===== src/rtl/ecc_pkg.sv =====
// Shared types and sizing for the ECC write arbiter: FSM encoding, data/code widths
// and the Hamming check-bit masks used by the encoder.
package ecc_pkg;

  localparam int DW = 32;
  localparam int CW = 38;
  localparam int AW = 8;
  localparam int KW = CW - DW;

  // Inverted check-bit pattern so an all-zero data word does not encode to all zeros.
  localparam logic [KW-1:0] CHK_INV = 6'h15;

  typedef enum logic [1:0] {
    ST_IDLE  = 2'd0,
    ST_ENC   = 2'd1,
    ST_WRITE = 2'd2,
    ST_DONE  = 2'd3
  } state_t;

  // Data bit d sits at the d-th non-power-of-two codeword position (1-based);
  // check bit k covers every data bit whose position has bit k set.
  function automatic logic [DW-1:0] chk_mask(input int k);
    logic [DW-1:0] m;
    int            d;
    m = '0;
    d = 0;
    for (int p = 1; p <= CW; p++) begin
      if ((p & (p - 1)) != 0) begin
        m[d] = p[k];
        d++;
      end
    end
    return m;
  endfunction

endpackage


===== src/rtl/ecc_enc_module.sv =====
// Combinational Hamming encoder: appends six check bits above the 32-bit data word.
module ecc_enc_module
  import ecc_pkg::*;
(
  input  logic [DW-1:0] data,
  output logic [CW-1:0] code
);

  logic [KW-1:0] chk;

  genvar gi;
  generate
    for (gi = 0; gi < KW; gi++) begin : g_chk
      localparam logic [DW-1:0] MASK = chk_mask(gi);
      assign chk[gi] = (^(data & MASK)) ^ CHK_INV[gi];
    end
  endgenerate

  assign code = {chk, data};

endmodule


===== src/rtl/ecc_wr_arb.sv =====
// Two-requester round-robin write arbiter: grants one request, ECC-encodes its data,
// drives a memory write until ack or timeout, then pulses done to the granted side.
module ecc_wr_arb
  import ecc_pkg::*;
#(
  parameter int unsigned ACK_TO = 255
) (
  input  logic          clk,
  input  logic          rst,
  input  logic          req0,
  input  logic          req1,
  input  logic [AW-1:0] addr0,
  input  logic [AW-1:0] addr1,
  input  logic [DW-1:0] data0,
  input  logic [DW-1:0] data1,
  output logic          gnt0,
  output logic          gnt1,
  output logic          done0,
  output logic          done1,
  output logic          mem_wr,
  output logic [AW-1:0] mem_addr,
  output logic [CW-1:0] mem_wdata,
  input  logic          mem_ack,
  input  logic          err_clr,
  output logic          busy,
  output logic          err
);

  localparam logic [7:0] CNT_LAST = 8'(ACK_TO - 1);

  state_t        state_reg, state_next;
  logic          sel_reg;
  logic          last_reg;
  logic [AW-1:0] addr_lat_reg;
  logic [DW-1:0] data_lat_reg;
  logic [7:0]    cnt_reg;
  logic          err_reg;
  logic [AW-1:0] mem_addr_reg;
  logic [CW-1:0] mem_wdata_reg;

  logic          grant_any;
  logic          grant_id;
  logic          timeout;
  logic [CW-1:0] code;

  ecc_enc_module u_enc (
    .data (data_lat_reg),
    .code (code)
  );

  always_comb begin
    state_next = state_reg;
    grant_any  = 1'b0;
    grant_id   = sel_reg;
    timeout    = 1'b0;
    case (state_reg)
      ST_IDLE: begin
        if (req0 || req1) begin
          grant_any  = 1'b1;
          // Contention goes to whoever was not served last.
          grant_id   = (req0 && req1) ? ~last_reg : req1;
          state_next = ST_ENC;
        end
      end
      ST_ENC:   state_next = ST_WRITE;
      ST_WRITE: begin
        if (mem_ack) begin
          state_next = ST_DONE;
        end else if (cnt_reg == CNT_LAST) begin
          timeout    = 1'b1;
          state_next = ST_DONE;
        end
      end
      ST_DONE:  state_next = ST_IDLE;
      default:  state_next = ST_IDLE;
    endcase
  end

  always_ff @(posedge clk or posedge rst) begin
    if (rst) begin
      state_reg     <= ST_IDLE;
      sel_reg       <= 1'b0;
      last_reg      <= 1'b1;
      addr_lat_reg  <= '0;
      data_lat_reg  <= '0;
      cnt_reg       <= '0;
      err_reg       <= 1'b0;
      mem_addr_reg  <= '0;
      mem_wdata_reg <= '0;
    end else begin
      state_reg <= state_next;
      if (grant_any) begin
        sel_reg      <= grant_id;
        addr_lat_reg <= grant_id ? addr1 : addr0;
        data_lat_reg <= grant_id ? data1 : data0;
      end
      if (state_reg == ST_ENC) begin
        mem_addr_reg  <= addr_lat_reg;
        mem_wdata_reg <= code;
      end
      cnt_reg <= (state_reg == ST_WRITE && state_next == ST_WRITE) ? cnt_reg + 8'd1 : 8'd0;
      if (state_reg == ST_DONE) begin
        last_reg <= sel_reg;
      end
      // A fresh timeout outranks a simultaneous clear.
      if (timeout) begin
        err_reg <= 1'b1;
      end else if (err_clr) begin
        err_reg <= 1'b0;
      end
    end
  end

  // Grant is decoded from IDLE, which reset forces, so it is masked while rst is high.
  assign gnt0      = grant_any && !grant_id && !rst;
  assign gnt1      = grant_any &&  grant_id && !rst;
  assign done0     = (state_reg == ST_DONE) && !sel_reg;
  assign done1     = (state_reg == ST_DONE) &&  sel_reg;
  assign mem_wr    = (state_reg == ST_WRITE);
  assign busy      = (state_reg != ST_IDLE);
  assign err       = err_reg;
  assign mem_addr  = mem_addr_reg;
  assign mem_wdata = mem_wdata_reg;

endmodule


===== config.mk =====
export PLATFORM = sky130hd
export DESIGN_NAME = ecc_wr_arb
export DESIGN_NICKNAME = d
export VERILOG_FILES = /design/src/rtl/ecc_pkg.sv /design/src/rtl/ecc_enc_module.sv /design/src/rtl/ecc_wr_arb.sv
export SDC_FILE = /design/constraint.sdc
export NUM_CORES = 1
export LEC_CHECK = 0
export BUFFER_PORTS_ARGS = -buffer_cell sky130_fd_sc_hd__clkbuf_2
export CORE_MARGIN = 1
export CORE_UTILIZATION = 57
export DETAILED_ROUTE_END_ITERATION = 8
export PLACE_DENSITY_LB_ADDON = 0.25
export SYNTH_ARGS = -nofsm -noshare
export SYNTH_HDL_FRONTEND = slang
export SYNTH_HIERARCHICAL = 1
export SYNTH_SLANG_ARGS = --single-unit

===== constraint.sdc =====
create_clock -name clk -period 7.57 [get_ports clk]
set_input_delay 0.757 -clock clk [delete_from_list [all_inputs] [get_ports clk]]
set_output_delay 0.757 -clock clk [all_outputs]
set_load 0.03 [all_outputs]

==> results.json <==
{
  "status": "completed",
  "core-area_um2": 8300,
  "period_share_pct": 45.3,
  "overflow": 0,
  "start_kind": "register",
  "cp_max_fo": 43,
  "fill_cells": 629,
  "cts_resized": 0,
  "htreeDepth": 3,
  "grt_pass1_wl_um": 16400,
  "hold-worst-slack_ps": 431,
  "die-area_um2": 9080,
  "max_slew_margin_pct": 22.6,
  "die-width_um": 95.3,
  "worstSetupEndpointType": "output port",
  "path_class": "register to output port",
  "ys.flop_type": "dfrtp_1",
  "tightest_slew_ps": 1160,
  "crit_path_start": "state_reg[0]$_DFF_PP0_",
  "multi_input_area_um2": 2110,
  "drt_first_pass_iters": 4,
  "synthArstFlopShare_pct": 100,
  "seq_area_frac_synth_pct": 50.0,
  "setup_viol": 0,
  "clk_latency_ps": 360,
  "area_delta_synth_final_pct": 14.8,
  "drt_iter0_markers": 152,
  "synth_top_area_cell": "dfrtp_1",
  "critPathMaxStageDelay_ps": 880,
  "clk_pin_slew_ps": 90,
  "yosysWarningCount": 6,
  "r2r_setup_slack_ps": 5210,
  "cts_setup_buffers": 0,
  "fin_nets": 584,
  "seq_area_um2": 2480,
  "vias": 3231,
  "hold_class": "input port to async pin",
  "maxSlewViolCount": 0,
  "netlist_instances": 387,
  "synth-seq-cells": 99,
  "powerDensity_nw_per_um2": 559,
  "n_antenna_cell": 0,
  "power_w": 0.00318,
  "final.setup_skew_ps": 12.1,
  "timing.fmax_mhz": 292,
  "avgRoutedWirePerCell_um": 17.0,
  "tns_ps": 0,
  "via_per_inst": 5.38,
  "portBuffers": 138,
  "num_io_pins": 139,
  "place_congestion": 0.781,
  "track_usage_pct": 24.2,
  "fin_crit_ps": 3430,
  "synth_area_um2": 4960,
  "r2r-start": "state_reg[0]$_DFF_PP0_",
  "arrival_ps": 2670,
  "synth_top_area_share_pct": 49.4,
  "synth_edf_count": 0,
  "antenna_found_initial": 0,
  "cts_root_buf": "clkbuf_8",
  "ir_worst_vdd_v": 0.000268,
  "rr_worst_depth": 6,
  "die_h_um": 95.3,
  "drtAntennaViolNets": 0,
  "rr_endpoint": "data_lat_reg[9]$_DFFE_PP0P_",
  "cts_buffers": 9,
  "synthTopCellsByArea": "dfrtp_1 (49%), mux2_2 (10%), a221o_1 (8.1%), xnor2_1 (6.5%), and2_0 (4.9%)",
  "syn_area_per_cell_um2": 12.8,
  "wirelength_um": 10200,
  "leakage_nw": 2.70,
  "yosysMostFrequentCell": "dfrtp_1",
  "clk_path_buf_depth": 2,
  "grt_max_degree": 61,
  "start_util_pct": 59.8,
  "grt_pass1_vias": 3248,
  "worstPathRequired_ps": 6810,
  "rsz0062_at_grt": "no",
  "synthTopCellsByCount": "dfrtp_1 (98), mux2_2 (46), a221o_1 (40), and2_0 (39), xnor2_1 (37)",
  "drc": 0,
  "yosys.cell_types.count": 36,
  "slowest_stage": "a21oi_4",
  "clkSinkCount": 99,
  "cts_tree": "built",
  "crit_chain": "inv_1 > ha_1 > nand2_1 > a21oi_4 > and2_1 > clkbuf_2",
  "worstSetupEndpoint": "gnt0",
  "postCtsHoldBufs": 0,
  "cap_violations": 0,
  "drive_gt1_share_pct": 43.1,
  "final_hold_viol_count": 0,
  "rows": 33,
  "largest_reg_flops": 38,
  "place.detailed.hpwl_um": 7370,
  "synth_nets": 480
}
critical path: cells and delay by family, from the launching register on:
kind / cells / cell delay (ps)
buf+inv: 2 / 350
simple gates: 2 / 350
flops: 1 / 420
fa+ha+maj: 1 / 290
compound gates: 1 / 880
metrics by stage:
step	util, %	instances	area, um2	worst slack (ps)
2_1_floorplan	-	387	4960	3490
3_3_place_gp	66.1	585	5480	4510
3_5_place_dp	66.1	585	5480	4470
4_1_cts	68.6	601	5690	4150
5_1_grt	68.6	601	5690	3950
6_report	68.6	601	5690	4140
placed cells by master, fill, tap and decap left out, drive strengths merged:
master    instances
nor2              3
mux2             46
inv              10
xor2             13
a21oi             2
or4               1
nor2b             1
or3               3
and2             42
o2111ai           1
nor3              7
ha                7
a211oi            4
a221o            40
o32a              1
nor3b             1
clkbuf          150
bufinv            2
o21bai            1
nand3             4
nand4             2
o21ai             5
xnor3             5
clkinvlp          2
nand2             2
buf               4
xnor2            38
dfrtp            98
dfstp             1
metal layers:
layer	vias up	wire [um]	GRT usage (%)
met2	109	5000	39.0
met4	0	137	7.07
met1	1570	4490	32.4
li1	1542	-	-
met5	-	0	0
met3	10	599	6.06
logic make-up (layout without fill, tap and decap cells):
logic type,count (synthesis),after routing,synth area share [%]
buffers and inverters,59,168,7.82
AO/OA/AOI/OAI,54,54,10.3
XOR/XNOR,56,56,11.4
multiplexers,46,46,10.4
AND/OR/NAND/NOR,66,66,8.30
adder cells (fa/ha/maj),7,7,1.77
flip-flops,99,99,50.0
layout make-up:
type / count / area share (%)
Sequential cell: 99 / 43.5
Multi-Input combinational cell: 229 / 37.1
Timing Repair Buffer: 142 / 12.7
Clock buffer: 12 / 2.37
Tap cell: 105 / 2.31
Clock inverter: 4 / 1.32
Inverter: 10 / 0.703
worst min-delay path by stage:
stage,startpoint,endpoint,slack (ps),cells past startpoint
2_1_floorplan,addr_lat_reg[6]$_DFFE_PP0P_,mem_addr[6]$_DFFE_PP0N_,470,1
4_1_cts,rst,mem_wdata[2]$_DFFE_PP0N_,440,2
5_1_grt,rst,mem_wdata[2]$_DFFE_PP0N_,460,2
6_report,rst,state_reg[0]$_DFF_PP0_,430,2
3_3_place_gp,addr_lat_reg[4]$_DFFE_PP0P_,mem_addr[4]$_DFFE_PP0N_,480,1
3_5_place_dp,addr_lat_reg[1]$_DFFE_PP0P_,mem_addr[1]$_DFFE_PP0N_,480,1
power breakdown:
part / internal (W) / switching [W] / leakage (nW) / total (W)
combinational: 0.000958 / 0.000894 / 1.36 / 0.00185
sequential: 0.000772 / 0.000193 / 1.24 / 0.000965
clock: 0.000187 / 0.000177 / 0.0968 / 0.000364
total: 0.00192 / 0.00126 / 2.70 / 0.00318
Note: power is estimated with default switching activity, not from simulation.
